==> src/rtl/pixel_ctrl_pkg.sv <==
// Shared types and elaboration helpers for the pixel readout sequencer.
package pixel_ctrl_pkg;

  // Frame sequencer states, in the order a frame walks through them.
  typedef enum logic [2:0] {
    ST_IDLE    = 3'd0,
    ST_ERASE   = 3'd1,
    ST_EXPOSE  = 3'd2,
    ST_CONVERT = 3'd3,
    ST_READ    = 3'd4,
    ST_STREAM  = 3'd5
  } state_t;

  // Channels captured together by one read group.
  function automatic int ch_per_grp(input int num_ch, input int num_grp);
    return num_ch / num_grp;
  endfunction

  // Width of the channel index carried alongside each streamed word.
  function automatic int ch_idx_w(input int num_ch);
    return $clog2(num_ch);
  endfunction

  // Parameter legality: groups must tile the channels evenly, and at least two
  // channels are needed so the channel index has a non-zero width.
  function automatic bit params_ok(input int data_w, input int num_ch,
                                   input int num_grp, input int erase_cyc,
                                   input int read_cyc, input int exp_w);
    return (data_w >= 1) && (num_ch >= 2) && (num_grp >= 1) &&
           ((num_ch % num_grp) == 0) && (erase_cyc >= 1) &&
           (read_cyc >= 1) && (exp_w >= 1);
  endfunction

endpackage

==> src/rtl/pixel_ramp_gen.sv <==
// Free-running ADC ramp counter with synchronous clear; flags the top code.
module pixel_ramp_gen
  import pixel_ctrl_pkg::*;
#(
  parameter int DATA_W = 8
) (
  input  logic              clk,
  input  logic              reset,
  input  logic              clr,
  input  logic              en,
  output logic [DATA_W-1:0] ramp_code,
  output logic              last
);

  logic [DATA_W-1:0] ramp_reg;

  // Clear has priority so the ramp always restarts from 0 on a fresh phase.
  always_ff @(posedge clk or negedge reset) begin
    if (!reset) begin
      ramp_reg <= '0;
    end else if (clr) begin
      ramp_reg <= '0;
    end else if (en) begin
      ramp_reg <= ramp_reg + DATA_W'(1);
    end
  end

  assign ramp_code = ramp_reg;
  assign last      = (ramp_reg == {DATA_W{1'b1}});

endmodule

==> src/rtl/pixel_readout_ctrl.sv <==
// Pixel array sequencer: erase, expose, ramp convert, grouped read, stream out.
module pixel_readout_ctrl
  import pixel_ctrl_pkg::*;
#(
  parameter int DATA_W    = 8,
  parameter int NUM_CH    = 4,
  parameter int NUM_GRP   = 2,
  parameter int ERASE_CYC = 5,
  parameter int READ_CYC  = 3,
  parameter int EXP_W     = 16
) (
  input  logic                     clk,
  input  logic                     reset,
  input  logic                     start,
  input  logic                     cont_mode,
  input  logic                     abort,
  input  logic [EXP_W-1:0]         exp_len,
  output logic                     erase,
  output logic                     expose,
  output logic                     convert,
  output logic [NUM_GRP-1:0]       read,
  output logic                     bus_oe,
  output logic [DATA_W-1:0]        ramp_code,
  input  logic [NUM_CH*DATA_W-1:0] pix_bus,
  output logic                     out_valid,
  input  logic                     out_ready,
  output logic [DATA_W-1:0]        out_data,
  output logic [$clog2(NUM_CH)-1:0] out_ch,
  output logic                     busy,
  output logic                     frame_done
);

  localparam int CH_PER_GRP = ch_per_grp(NUM_CH, NUM_GRP);
  localparam int CH_IDX_W   = ch_idx_w(NUM_CH);
  localparam int GRP_IDX_W  = (NUM_GRP > 1) ? $clog2(NUM_GRP) : 1;
  localparam int ER_W       = $clog2(ERASE_CYC + 1);
  localparam int RD_W       = $clog2(READ_CYC + 1);
  localparam int CW0        = (EXP_W > ER_W) ? EXP_W : ER_W;
  localparam int CNT_W      = (CW0 > RD_W) ? CW0 : RD_W;

  if (!params_ok(DATA_W, NUM_CH, NUM_GRP, ERASE_CYC, READ_CYC, EXP_W)) begin : g_param_check
    $error("pixel_readout_ctrl: illegal parameter combination");
  end

  state_t               state_reg;
  logic [CNT_W-1:0]     cnt_reg;
  logic [EXP_W-1:0]     exp_len_reg;
  logic                 cont_reg;
  logic [GRP_IDX_W-1:0] grp_reg;
  logic                 gap_reg;
  logic                 erase_reg;
  logic                 expose_reg;
  logic                 convert_reg;
  logic                 bus_oe_reg;
  logic [NUM_GRP-1:0]   read_reg;
  logic                 out_valid_reg;
  logic [DATA_W-1:0]    out_data_reg;
  logic [CH_IDX_W-1:0]  out_ch_reg;
  logic                 busy_reg;
  logic                 frame_done_reg;

  logic [DATA_W-1:0]    buf_reg  [NUM_CH];
  logic [DATA_W-1:0]    buf_next [NUM_CH];
  logic [DATA_W-1:0]    pix_ch   [NUM_CH];
  logic [CH_IDX_W-1:0]  ch_inc;
  logic                 capture;
  logic                 ramp_last;
  logic                 ramp_clr;
  logic                 ramp_en;

  // Split the flat pixel bus into per-channel codes.
  for (genvar gi = 0; gi < NUM_CH; gi++) begin : g_unpack
    assign pix_ch[gi] = pix_bus[gi*DATA_W +: DATA_W];
  end

  // Ramp runs only while in CONVERT; it is held at 0 everywhere else and
  // snaps back to 0 on the same edge that leaves CONVERT or aborts.
  assign ramp_en  = (state_reg == ST_CONVERT);
  assign ramp_clr = abort || (state_reg != ST_CONVERT) || ramp_last;

  pixel_ramp_gen #(
    .DATA_W (DATA_W)
  ) u_ramp (
    .clk       (clk),
    .reset     (reset),
    .clr       (ramp_clr),
    .en        (ramp_en),
    .ramp_code (ramp_code),
    .last      (ramp_last)
  );

  // Capture happens on the edge that ends the final read cycle of a group.
  assign capture = (state_reg == ST_READ) && !gap_reg && (cnt_reg == '0);
  assign ch_inc  = out_ch_reg + CH_IDX_W'(1);

  // Buffer contents after this edge, so the first streamed word can come
  // straight from a group captured on the same edge.
  always_comb begin
    buf_next = buf_reg;
    if (capture) begin
      for (int c = 0; c < NUM_CH; c++) begin
        if ((c / CH_PER_GRP) == int'(grp_reg)) begin
          buf_next[c] = pix_ch[c];
        end
      end
    end
  end

  // Frame sequencer with all control outputs registered alongside the state.
  always_ff @(posedge clk or negedge reset) begin
    if (!reset) begin
      state_reg      <= ST_IDLE;
      cnt_reg        <= '0;
      exp_len_reg    <= '0;
      cont_reg       <= 1'b0;
      grp_reg        <= '0;
      gap_reg        <= 1'b0;
      erase_reg      <= 1'b0;
      expose_reg     <= 1'b0;
      convert_reg    <= 1'b0;
      bus_oe_reg     <= 1'b0;
      read_reg       <= '0;
      out_valid_reg  <= 1'b0;
      out_data_reg   <= '0;
      out_ch_reg     <= '0;
      busy_reg       <= 1'b0;
      frame_done_reg <= 1'b0;
      buf_reg        <= '{default: '0};
    end else if (abort) begin
      state_reg      <= ST_IDLE;
      cnt_reg        <= '0;
      grp_reg        <= '0;
      gap_reg        <= 1'b0;
      erase_reg      <= 1'b0;
      expose_reg     <= 1'b0;
      convert_reg    <= 1'b0;
      bus_oe_reg     <= 1'b0;
      read_reg       <= '0;
      out_valid_reg  <= 1'b0;
      out_data_reg   <= '0;
      out_ch_reg     <= '0;
      busy_reg       <= 1'b0;
      frame_done_reg <= 1'b0;
      buf_reg        <= '{default: '0};
    end else begin
      frame_done_reg <= 1'b0;
      buf_reg        <= buf_next;
      case (state_reg)
        ST_IDLE: begin
          if (start) begin
            exp_len_reg <= exp_len;
            cont_reg    <= cont_mode;
            state_reg   <= ST_ERASE;
            erase_reg   <= 1'b1;
            busy_reg    <= 1'b1;
            cnt_reg     <= CNT_W'(ERASE_CYC - 1);
          end
        end
        ST_ERASE: begin
          if (cnt_reg == '0) begin
            erase_reg  <= 1'b0;
            expose_reg <= 1'b1;
            state_reg  <= ST_EXPOSE;
            // A zero exposure still exposes for one cycle.
            cnt_reg    <= (exp_len_reg == '0) ? '0 : CNT_W'(exp_len_reg - EXP_W'(1));
          end else begin
            cnt_reg <= cnt_reg - CNT_W'(1);
          end
        end
        ST_EXPOSE: begin
          if (cnt_reg == '0) begin
            expose_reg  <= 1'b0;
            convert_reg <= 1'b1;
            bus_oe_reg  <= 1'b1;
            state_reg   <= ST_CONVERT;
          end else begin
            cnt_reg <= cnt_reg - CNT_W'(1);
          end
        end
        ST_CONVERT: begin
          if (ramp_last) begin
            convert_reg <= 1'b0;
            bus_oe_reg  <= 1'b0;
            state_reg   <= ST_READ;
            read_reg    <= NUM_GRP'(1);
            grp_reg     <= '0;
            gap_reg     <= 1'b0;
            cnt_reg     <= CNT_W'(READ_CYC - 1);
          end
        end
        ST_READ: begin
          if (gap_reg) begin
            gap_reg  <= 1'b0;
            grp_reg  <= grp_reg + GRP_IDX_W'(1);
            read_reg <= NUM_GRP'(1) << (grp_reg + GRP_IDX_W'(1));
            cnt_reg  <= CNT_W'(READ_CYC - 1);
          end else if (cnt_reg == '0) begin
            read_reg <= '0;
            if (grp_reg == GRP_IDX_W'(NUM_GRP - 1)) begin
              state_reg     <= ST_STREAM;
              out_valid_reg <= 1'b1;
              out_data_reg  <= buf_next[0];
              out_ch_reg    <= '0;
            end else begin
              gap_reg <= 1'b1;
            end
          end else begin
            cnt_reg <= cnt_reg - CNT_W'(1);
          end
        end
        ST_STREAM: begin
          if (out_ready) begin
            if (out_ch_reg == CH_IDX_W'(NUM_CH - 1)) begin
              out_valid_reg  <= 1'b0;
              out_data_reg   <= '0;
              out_ch_reg     <= '0;
              frame_done_reg <= 1'b1;
              if (cont_reg) begin
                state_reg <= ST_ERASE;
                erase_reg <= 1'b1;
                cnt_reg   <= CNT_W'(ERASE_CYC - 1);
              end else begin
                state_reg <= ST_IDLE;
                busy_reg  <= 1'b0;
              end
            end else begin
              out_data_reg <= buf_reg[ch_inc];
              out_ch_reg   <= ch_inc;
            end
          end
        end
        default: begin
          state_reg <= ST_IDLE;
          busy_reg  <= 1'b0;
        end
      endcase
    end
  end

  assign erase      = erase_reg;
  assign expose     = expose_reg;
  assign convert    = convert_reg;
  assign bus_oe     = bus_oe_reg;
  assign read       = read_reg;
  assign out_valid  = out_valid_reg;
  assign out_data   = out_data_reg;
  assign out_ch     = out_ch_reg;
  assign busy       = busy_reg;
  assign frame_done = frame_done_reg;

endmodule

==> config.mk <==
export PLATFORM = sky130hd
export DESIGN_NAME = pixel_readout_ctrl
export DESIGN_NICKNAME = d
export VERILOG_FILES = /design/src/rtl/pixel_ctrl_pkg.sv /design/src/rtl/pixel_ramp_gen.sv /design/src/rtl/pixel_readout_ctrl.sv
export SDC_FILE = /design/constraint.sdc
export NUM_CORES = 1
export LEC_CHECK = 0
export BUFFER_PORTS_ARGS = -buffer_cell sky130_fd_sc_hd__clkbuf_2
export CORE_ASPECT_RATIO = 1.1
export CORE_MARGIN = 3
export CORE_UTILIZATION = 59
export CTS_CLUSTER_DIAMETER = 80
export DETAILED_ROUTE_END_ITERATION = 8
export PLACE_DENSITY = 0.93
export SYNTH_ARGS = -nofsm -noshare
export SYNTH_HDL_FRONTEND = slang
export SYNTH_HIERARCHICAL = 1
export SYNTH_SLANG_ARGS = --single-unit
==> constraint.sdc <==
create_clock -name clk -period 6.52 [get_ports clk]
set_input_delay 0.652 -clock clk [delete_from_list [all_inputs] [get_ports clk]]
set_output_delay 0.652 -clock clk [all_outputs]
set_load 0.01 [all_outputs]
==> results of run 1 <==
-- worst min-delay path by stage --
stage          startpoint         endpoint  slack (ns)
6_report            reset  exp_len_reg[12]        0.22
5_1_grt             reset   exp_len_reg[9]        0.24
4_1_cts             reset   exp_len_reg[8]        0.23
3_5_place_dp         busy             busy        0.48
3_3_place_gp         busy             busy        0.46
2_1_floorplan       reset       buf_reg[0]        0.36
-- where the power goes --
part           switching, mW  internal (mW)  total [mW]  leakage [nW]
Clock                  0.239          0.151       0.390         0.101
Combinational          0.815          0.474        1.29          1.34
Sequential             0.181          0.699       0.879          1.29
Total                   1.23           1.32        2.56          2.73
-- synthesized netlist by cell type, types with 6 or more instances --
library cell	n	area, um2
nand4_1	6	37.5
nor3_1	17	85.1
mux2i_1	18	180
mux4_2	8	180
inv_1	17	63.8
clkbuf_1	20	75.1
o21ai_0	38	190
nand2_1	60	225
a31oi_1	7	43.8
mux2_2	16	180
a21oi_1	40	200
xor2_1	9	78.8
dfrtp_1	96	2400
a211oi_1	6	45.0
a21o_1	13	97.6
a22o_1	17	149
xnor2_1	7	61.3
nor2_1	45	169
nor4_1	6	37.5
nor2b_1	6	37.5
nand3_1	13	65.1
buf_2	6	30.0
-- through the flow --
stage	instance area (um2)	total power, mW
2_1_floorplan	5400	1.85
3_3_place_gp	5770	2.07
3_5_place_dp	5770	2.13
4_1_cts	5970	2.53
5_1_grt	5970	2.74
6_report	5970	2.56
-- critical path, delay by kind of cell (launching register included) --
kind / cells / cell delay (ns)
AOI/OAI and AO/OA: 2 / 0.95
muxes: 1 / 0.22
and+or+nand+nor: 2 / 0.90
DFF: 1 / 0.82
-- routing by layer --
metal,vias to the layer above,routed length [um],track usage
met5,-,0,0
met4,0,507,0.134
met3,52,999,0.0512
met2,236,6960,0.467
met1,2326,5050,0.326
li1,2145,-,-
-- cell usage in the layout, fill, tap and decap left out, types with 6 or more instances in the layout --
cell type / n
mux2_2: 16
nand2_1: 60
a21o_1: 13
xor2_1: 9
nor2b_1: 6
clkbuf_2: 79
nand3_1: 13
a21oi_1: 40
nor4_1: 6
nor2_1: 45
nor3_1: 17
a31oi_1: 7
clkbuf_8: 9
dfrtp_1: 96
nand4_1: 6
o21ai_0: 38
xnor2_1: 7
inv_1: 17
a211oi_1: 6
a22o_1: 17
mux2i_1: 18
mux4_2: 8
-- layout make-up --
class                      instances  area (um2)  area share
multi-input combinational        409        2760       0.462
sequential                        96        2400       0.402
timing repair buffer              81         410      0.0687
tap                              111         139      0.0233
clock buffer                       9         124      0.0207
clock inverter                     7        73.8      0.0124
inverter                          17        63.8      0.0107
-- kinds of logic (layout without fill, tap and decap cells) --
group	count (synthesis)	after routing	synth area share
AO/OA/AOI/OAI	152	152	0.179
flip-flops	96	96	0.445
XOR/XNOR	16	16	0.0260
multiplexers	42	42	0.100
buffers and inverters	52	114	0.0438
adder cells (fa/ha/maj)	5	5	0.0116
AND/OR/NAND/NOR	194	194	0.194
==> impl_metrics.env, run 1 <==
export IMPL_status="finished, final reports clean"
export IMPL_clockBufferDepth=2
export IMPL_required_ns=6.83
export IMPL_path_clk_slew_ns=0.11
export IMPL_drtAntennaViolNets=0
export IMPL_initial_core_util=0.626
export IMPL_start_kind="register"
export IMPL_wl_per_cell_um=18.5
export IMPL_h_tree_depth=3
export IMPL_post_route_min_period_ns=2.96
export IMPL_r2r_end="out_data[1]"
export IMPL_fin_setup_tns_ns=0
export IMPL_drive_gt1_frac=0.212
export IMPL_drtIter0Drc=437
export IMPL_drc=0
export IMPL_synth_edf_count=0
export IMPL_worstPathCellList="or3b_1 > o31a_1 > nand2_2 > mux2i_1 > a21oi_1"
export IMPL_post_place_ws_ns=3.51
export IMPL_report_final_slew_viol_count=0
export IMPL_grt_max_degree=59
export IMPL_rows=35
export IMPL_syn_to_final_growth_pct=10.6
export IMPL_drt_wl_total_mm=13.5
export IMPL_stdcell_count=730
export IMPL_netlist_instances=557
export IMPL_fin_ws_ns=3.56
export IMPL_worst_hold_path_type="input port to async pin"
export IMPL_max_freq_mhz=338
export IMPL_crit_path_end_kind="register"
export IMPL_rr_startpoint="state_reg[0]"
export IMPL_ys_flop_type="dfrtp_1"
export IMPL_cts_buffers=9
export IMPL_postSynth_asyncResetShare=1.00
export IMPL_dieHeight_um=106
export IMPL_nNetsFinal=673
export IMPL_path_max_fanout=27
export IMPL_viasPerCell=6.52
export IMPL_rr_worst_depth=5
export IMPL_die_x_um=97.2
export IMPL_cts_resized=0
export IMPL_vias=4759
export IMPL_root_buffer="clkbuf_8"
export IMPL_ir_worst_vdd_v=0.000353
export IMPL_synth_nets=616
export IMPL_critPathCapture="out_data[1]"
export IMPL_dp_hpwl_mm=9.51
export IMPL_diodes=0
export IMPL_arrival_ns=3.26
export IMPL_maxSlewHeadroom=0.234
export IMPL_worst_pin_slew_ns=1.14
export IMPL_powerDensity_mw_per_mm2=428
export IMPL_dr_pass1_iters=7
export IMPL_ios=81
export IMPL_track_usage=0.271
export IMPL_portBuffers=80
export IMPL_grt_overflow=0
export IMPL_cts_sinks=96
export IMPL_dieArea_mm2=0.0103
export IMPL_finalCritPeriodShare=0.453
export IMPL_largest_reg_flops=32
export IMPL_crit_start="state_reg[0]"
export IMPL_hold_violations=0
export IMPL_syn_avg_cell_area_um2=9.69
export IMPL_gp_congestion=0.915
export IMPL_fillCellCount=609
export IMPL_antenna_found_initial=0
export IMPL_skew_ns=0.0180
export IMPL_p_leak_nw=2.73
export IMPL_utilization=0.692
export IMPL_ys_ff_latch=96
export IMPL_placedCellCount=714
export IMPL_rsz0062_at_grt="no"
export IMPL_yosysSeqAreaShare=0.445
export IMPL_yosys_warnings=6
export IMPL_clk_latency_ns=0.39
export IMPL_tritoncts="yes"
export IMPL_core_region_area_mm2=0.00863
export IMPL_ctsHoldBuffers=0
export IMPL_critPathMaxStageDelay_ns=0.82
export IMPL_grt_pass1_wl_mm=22.7
export IMPL_syn_area_mm2=0.00540
export IMPL_cpMaxStageDelayCell="dfrtp_1"
export IMPL_post_cts_buffers=0
export IMPL_hold_ws_ns=0.219
export IMPL_yosysUniqueCellTypes=60
export IMPL_worst_r2r_setup_slack_ns=3.56
export IMPL_setup_viol=0
export IMPL_crit_type="register to register"
export IMPL_grt_pass1_vias=4659
export IMPL_drv_cap=0
No activity file was read; power rests on OpenSTA's default activity.
==> run 2, diff against run 1 <==
--- a/config.mk
+++ b/config.mk
@@ -8,10 +8,10 @@
 export BUFFER_PORTS_ARGS = -buffer_cell sky130_fd_sc_hd__clkbuf_2
 export CORE_ASPECT_RATIO = 1.1
 export CORE_MARGIN = 3
-export CORE_UTILIZATION = 59
+export CORE_UTILIZATION = 57
 export CTS_CLUSTER_DIAMETER = 80
 export DETAILED_ROUTE_END_ITERATION = 8
-export PLACE_DENSITY = 0.93
+export PLACE_DENSITY = 0.91
 export SYNTH_ARGS = -nofsm -noshare
 export SYNTH_HDL_FRONTEND = slang
 export SYNTH_HIERARCHICAL = 1
==> constraint.sdc (replaced) <==
create_clock -name clk -period 2.75 [get_ports clk]
set_input_delay 0.275 -clock clk [delete_from_list [all_inputs] [get_ports clk]]
set_output_delay 0.275 -clock clk [all_outputs]
set_load 0.01 [all_outputs]
==> run 2 against run 1 <==
  * Clock skew is 0.0043 ns lower
  * Design area is 2.4% higher
  * Flip-flop and latch count unchanged
  * Core utilization down 1.7 points
  * Via count is 2.1% higher
  * Global-route usage is 0.25 points higher
==> impl_metrics.env, run 2 (same netlist as run 1, synthesis figures left out) <==
export IMPL_met2_usage=0.464
export IMPL_report_final_slew_viol_count=0
export IMPL_switching_share=0.472
export IMPL_status="finished, final reports clean"
export IMPL_die_x_um=98.8
export IMPL_fin_setup_tns_ns=0
export IMPL_cts_buffers=9
export IMPL_grt_max_degree=58
export IMPL_grt_busiest_layer="met2"
export IMPL_wl_per_cell_um=18.7
export IMPL_rsz0062_at_grt="no"
export IMPL_worst_pin_slew_ns=0.791
export IMPL_clk_latency_ns=0.37
export IMPL_ir_worst_vdd_v=0.000577
export IMPL_tritoncts="yes"
export IMPL_seqPwrFrac=0.318
export IMPL_diodes=0
export IMPL_dpl_cell_area_mm2=0.00592
export IMPL_h_tree_depth=3
export IMPL_antenna_found_initial=0
export IMPL_p_sw_mw=2.98
export IMPL_arrival_ns=2.80
export IMPL_vias=4858
export IMPL_track_usage=0.273
export IMPL_core_region_area_mm2=0.00905
export IMPL_drtAntennaViolNets=0
export IMPL_post_route_min_period_ns=2.50
export IMPL_start_kind="register"
export IMPL_clockBufferDepth=2
export IMPL_syn_to_final_growth_pct=13.3
export IMPL_drive_gt1_frac=0.232
export IMPL_drt_wl_total_mm=14.0
export IMPL_root_buffer="clkbuf_8"
export IMPL_worst_hold_path_type="input port to register"
export IMPL_utilization=0.675
export IMPL_dr_pass1_iters=6
export IMPL_rows=36
export IMPL_portBuffers=80
export IMPL_required_ns=3.05
export IMPL_final_cell_mix="dfrtp_1 (96), clkbuf_2 (79), nand2_1 (60), nor2_1 (45), a21oi_1 (40)"
export IMPL_finalCritPeriodShare=0.909
export IMPL_largest_reg_flops=32
export IMPL_p_leak_nw=2.81
export IMPL_powerDensity_mw_per_mm2=1030
export IMPL_dieArea_mm2=0.0107
export IMPL_crit_path_end_kind="register"
export IMPL_cts_sinks=96
export IMPL_drc=0
export IMPL_max_freq_mhz=400
export IMPL_gp_congestion=0.936
export IMPL_ios=81
export IMPL_initial_core_util=0.596
export IMPL_drv_cap=0
export IMPL_grt_use_met3=0.0516
export IMPL_path_clk_slew_ns=0.10
export IMPL_use_met1=0.332
export IMPL_drtIter0Drc=385
export IMPL_dp_hpwl_mm=10.3
export IMPL_nNetsFinal=691
export IMPL_maxSlewHeadroom=0.473
export IMPL_stdcell_area_mm2=0.00611
export IMPL_grt_pass1_vias=4869
export IMPL_setup_viol=0
export IMPL_crit_type="register to register"
export IMPL_path_max_fanout=13
export IMPL_final_common_cell="dfrtp_1"
export IMPL_skew_ns=0.0137
export IMPL_p_comb_frac=0.543
export IMPL_hold_violations=0
export IMPL_grt_overflow=0
export IMPL_viasPerCell=6.47
export IMPL_dieHeight_um=108
export IMPL_internal_power_mw=3.34
export IMPL_p_clk_frac=0.139
export IMPL_fillCellCount=664
export IMPL_grt_pass1_wl_mm=23.4
## run 2: changes by cell type in the layout (fill, tap and decap cells not counted)
cell           before  now
buf_4               2   18
clkinvlp_4          0    2
buf_12              0    1
clkinv_4            2    1
clkinv_8            1    0
dlygate4sd3_1       0    1
inv_6               2    3
inv_8               2    1
## run 2: power by group through the flow
stage / Sequential [mW] / Combinational, mW / Clock, mW
after floorplan: 1.94 / 2.44 / 0
after global placement: 2.00 / 3.19 / 0
after detailed placement: 2.03 / 3.31 / 0
after CTS: 2.00 / 3.34 / 0.896
after global routing: 2.05 / 3.74 / 0.959
final: 2.01 / 3.43 / 0.881
## run 2: final cells by class
class	instances	area, um2	share of cell area
Timing Repair Buffer	99	561	0.0917
Clock buffer	9	124	0.0203
Tap cell	114	143	0.0233
Inverter	17	63.8	0.0104
Sequential cell	96	2400	0.393
Clock inverter	7	61.3	0.0100
Multi-Input combinational cell	409	2760	0.451
## run 2: critical path, stage by stage (launching register included)
cell,delay (ns)
dfrtp_1,0.47
ha_1,0.24
nand3_1,0.10
nor2_1,0.26
and3b_1,0.25
a21oi_1,0.13
nand2_1,0.31
or4_1,0.57
o211ai_1,0.09
## run 2: stage by stage
stage	worst slack [ns]	std cells	total power, mW	hold slack [ns]
6_report	0.250	751	6.32	0.114
5_1_grt	0.0624	751	6.75	0.103
4_1_cts	0.298	751	6.24	0.0985
3_5_place_dp	0.350	734	5.33	0.288
3_3_place_gp	0.410	734	5.19	0.272
2_1_floorplan	0.590	557	4.38	-0.0206
## run 2: path summary, 6_finish.rpt
| kind | to | slack (ns) | depth (start not counted) | start |
|---|---|---|---|---|
| min in group asynchronous | exp_len_reg[7] | 0.41 | 2 | reset |
| worst max register to register | cnt_reg[1] | 0.25 | 8 | u_ramp/ramp_code[0] |
| worst min register to register | busy | 0.49 | 1 | busy |
| worst min-delay path | buf_reg[19] | 0.11 | 3 | pix_bus[11] |
| max in group asynchronous | buf_reg[8] | 1.64 | 3 | reset |
| worst max-delay path | cnt_reg[1] | 0.25 | 8 | u_ramp/ramp_code[0] |
## run 2: repair_timing
item                      4_1_cts  5_1_grt
gates resized for setup         0        0
setup buffers                   0        0
hold buffers                    1        0
hold endpoints to repair       39        0
## run 2: metal layers
layer  vias to the layer above  share of wire
met3                        52          0.069
met4                         0          0.038
met1                      2373           0.38
li1                       2183              -
met5                         -              0
met2                       250           0.51
==> run 3, diff against run 2 <==
--- a/config.mk
+++ b/config.mk
@@ -8,10 +8,11 @@
 export BUFFER_PORTS_ARGS = -buffer_cell sky130_fd_sc_hd__clkbuf_2
 export CORE_ASPECT_RATIO = 1.1
 export CORE_MARGIN = 3
-export CORE_UTILIZATION = 57
+export CORE_UTILIZATION = 59
 export CTS_CLUSTER_DIAMETER = 80
 export DETAILED_ROUTE_END_ITERATION = 8
-export PLACE_DENSITY = 0.91
+export MAX_ROUTING_LAYER = met4
+export PLACE_DENSITY = 0.93
 export SYNTH_ARGS = -nofsm -noshare
 export SYNTH_HDL_FRONTEND = slang
 export SYNTH_HIERARCHICAL = 1
==> constraint.sdc (replaced) <==
create_clock -name clk -period 3.15 [get_ports clk]
set_input_delay 0.315 -clock clk [delete_from_list [all_inputs] [get_ports clk]]
set_output_delay 0.315 -clock clk [all_outputs]
set_load 0.01 [all_outputs]
==> run 3 against run 2 <==
  * First-iteration DRC count decreased by 3.9%
  * Via count decreased by 2.0%
  * Largest power group unchanged
  * Sequential power decreased by 11%
  * Setup slack improved by 0.30 ns
  * Final cell count decreased by 1.5%
  * Total power decreased by 15%
  * Sequential share of layout area increased by 0.35 points
==> impl_metrics.env, run 3 (same netlist as run 1, synthesis figures left out) <==
export IMPL_grt_pass1_vias=4772
export IMPL_grt_overflow=0
export IMPL_dp_hpwl_mm=9.67
export IMPL_grt_max_degree=47
export IMPL_vias=4762
export IMPL_tritoncts="yes"
export IMPL_largest_reg_flops=32
export IMPL_final_cell_mix="dfrtp_1 (96), clkbuf_2 (79), nand2_1 (60), nor2_1 (45), a21oi_1 (40)"
export IMPL_rsz0062_at_grt="no"
export IMPL_antenna_found_initial=0
export IMPL_ios=81
export IMPL_diodes=0
export IMPL_drtAntennaViolNets=0
export IMPL_rows=35
export IMPL_p_sw_mw=2.55
export IMPL_critPathCapture="out_data[5]"
export IMPL_required_ns=3.39
export IMPL_status="finished, final reports clean"
export IMPL_report_final_slew_viol_count=0
export IMPL_p_leak_nw=2.78
export IMPL_dieHeight_um=106
export IMPL_drive_gt1_frac=0.223
export IMPL_portBuffers=80
export IMPL_fin_setup_tns_ns=0
export IMPL_worst_r2r_setup_slack_ns=0.55
export IMPL_post_route_min_period_ns=2.60
export IMPL_hold_violations=0
export IMPL_finalCritPeriodShare=0.825
export IMPL_clockBufferDepth=2
export IMPL_post_place_ws_ns=0.592
export IMPL_viasPerCell=6.44
export IMPL_powerDensity_mw_per_mm2=889
export IMPL_drv_cap=0
export IMPL_setup_viol=0
export IMPL_rr_startpoint="cnt_reg[0]"
export IMPL_nNetsFinal=683
export IMPL_root_buffer="clkbuf_8"
export IMPL_p_clk_frac=0.158
export IMPL_drc=0
export IMPL_wl_per_cell_um=18.3
export IMPL_gp_congestion=0.932
export IMPL_grt_pass1_wl_mm=22.8
export IMPL_cts_buffers=9
export IMPL_clk_latency_ns=0.36
export IMPL_die_x_um=97.2
export IMPL_internal_power_mw=2.83
export IMPL_drtIter0Drc=370
export IMPL_dr_pass1_iters=9
export IMPL_worst_hold_path_type="input port to register"
export IMPL_core_region_area_mm2=0.00863
export IMPL_crit_start="cnt_reg[0]"
export IMPL_crit_type="register to register"
export IMPL_crit_path_end_kind="register"
export IMPL_start_kind="register"
export IMPL_cts_resized=0
export IMPL_track_usage=0.276
export IMPL_syn_to_final_growth_pct=12.3
export IMPL_cts_sinks=96
export IMPL_seqPwrFrac=0.331
export IMPL_final_common_cell="dfrtp_1"
export IMPL_max_freq_mhz=385
export IMPL_path_clk_slew_ns=0.10
export IMPL_fin_ws_ns=0.551
export IMPL_utilization=0.702
export IMPL_worst_pin_slew_ns=0.933
export IMPL_switching_share=0.474
export IMPL_r2r_end="out_data[5]"
export IMPL_drt_wl_total_mm=13.6
export IMPL_p_comb_frac=0.511
export IMPL_stdcell_area_mm2=0.00606
export IMPL_dieArea_mm2=0.0103
export IMPL_rr_worst_depth=8
export IMPL_h_tree_depth=3
export IMPL_path_max_fanout=18
export IMPL_skew_ns=0.0147
export IMPL_arrival_ns=2.84
export IMPL_fillCellCount=590
export IMPL_ir_worst_vdd_v=0.000653
export IMPL_initial_core_util=0.626
export IMPL_maxSlewHeadroom=0.375
export IMPL_dpl_cell_area_mm2=0.00584
-- run 3: cell types whose count changed in the layout (fill, tap and decap cells not counted) --
| cell | previous run | this run |
|---|---|---|
| buf_4 | 18 | 11 |
| buf_12 | 1 | 0 |
| bufinv_16 | 0 | 1 |
| clkinvlp_4 | 2 | 1 |
-- run 3: through the flow --
stage | hold WS (ns) | cells | power, mW
after floorplan | 0.0194 | 557 | 3.82
after global placement | 0.349 | 723 | 4.30
after detailed placement | 0.362 | 723 | 4.45
after CTS | 0.150 | 740 | 5.32
after global routing | 0.151 | 740 | 5.75
final | 0.157 | 740 | 5.39
-- run 3: cell type report --
type	instances	area (um2)	share of cell area
clock buffers	9	124	0.0204
clock inverters	7	83.8	0.0138
inverters	17	63.8	0.0105
multi-input cells	409	2760	0.455
flip-flops and latches	96	2400	0.396
well taps	111	139	0.0229
repair buffers	91	488	0.0805
-- run 3: worst max-delay path, stage by stage, from the launching register on --
cell	delay (ns)
dfrtp_1	0.42
inv_1	0.12
ha_1	0.17
nor3b_1	0.40
nand4_4	0.29
o31a_1	0.39
buf_4	0.21
nor2_2	0.33
a21oi_1	0.13
-- run 3: what timing repair did --
item	CTS	global route
setup buffers	0	0
hold buffers	1	0
hold endpoints to repair	44	0
-- run 3: power by group through the flow --
stage               logic [mW]  registers (mW)  clock network (mW)
floorplan                 2.13            1.69                   0
global placement          2.53            1.77                   0
detailed placement        2.65            1.80                   0
CTS                       2.68            1.78               0.859
global route              3.00            1.82               0.924
finish                    2.75            1.78               0.849
-- run 3: worst min path at each step --
stage,cells after the start,endpoint,slack (ns),start
2_1_floorplan,0,buf_reg[0],0.02,reset
3_3_place_gp,1,exp_len_reg[9],0.35,reset
3_5_place_dp,1,exp_len_reg[9],0.36,reset
4_1_cts,3,buf_reg[23],0.15,pix_bus[15]
5_1_grt,2,buf_reg[11],0.15,pix_bus[19]
6_report,2,buf_reg[11],0.16,pix_bus[19]
-- run 3: routing by layer --
metal | wire length [um] | up-vias | global-route usage
met5 | 0 | - | -
met4 | 567 | 0 | 0.127
met3 | 904 | 61 | 0.0472
met2 | 6970 | 241 | 0.463
met1 | 5130 | 2305 | 0.327
li1 | - | 2155 | -
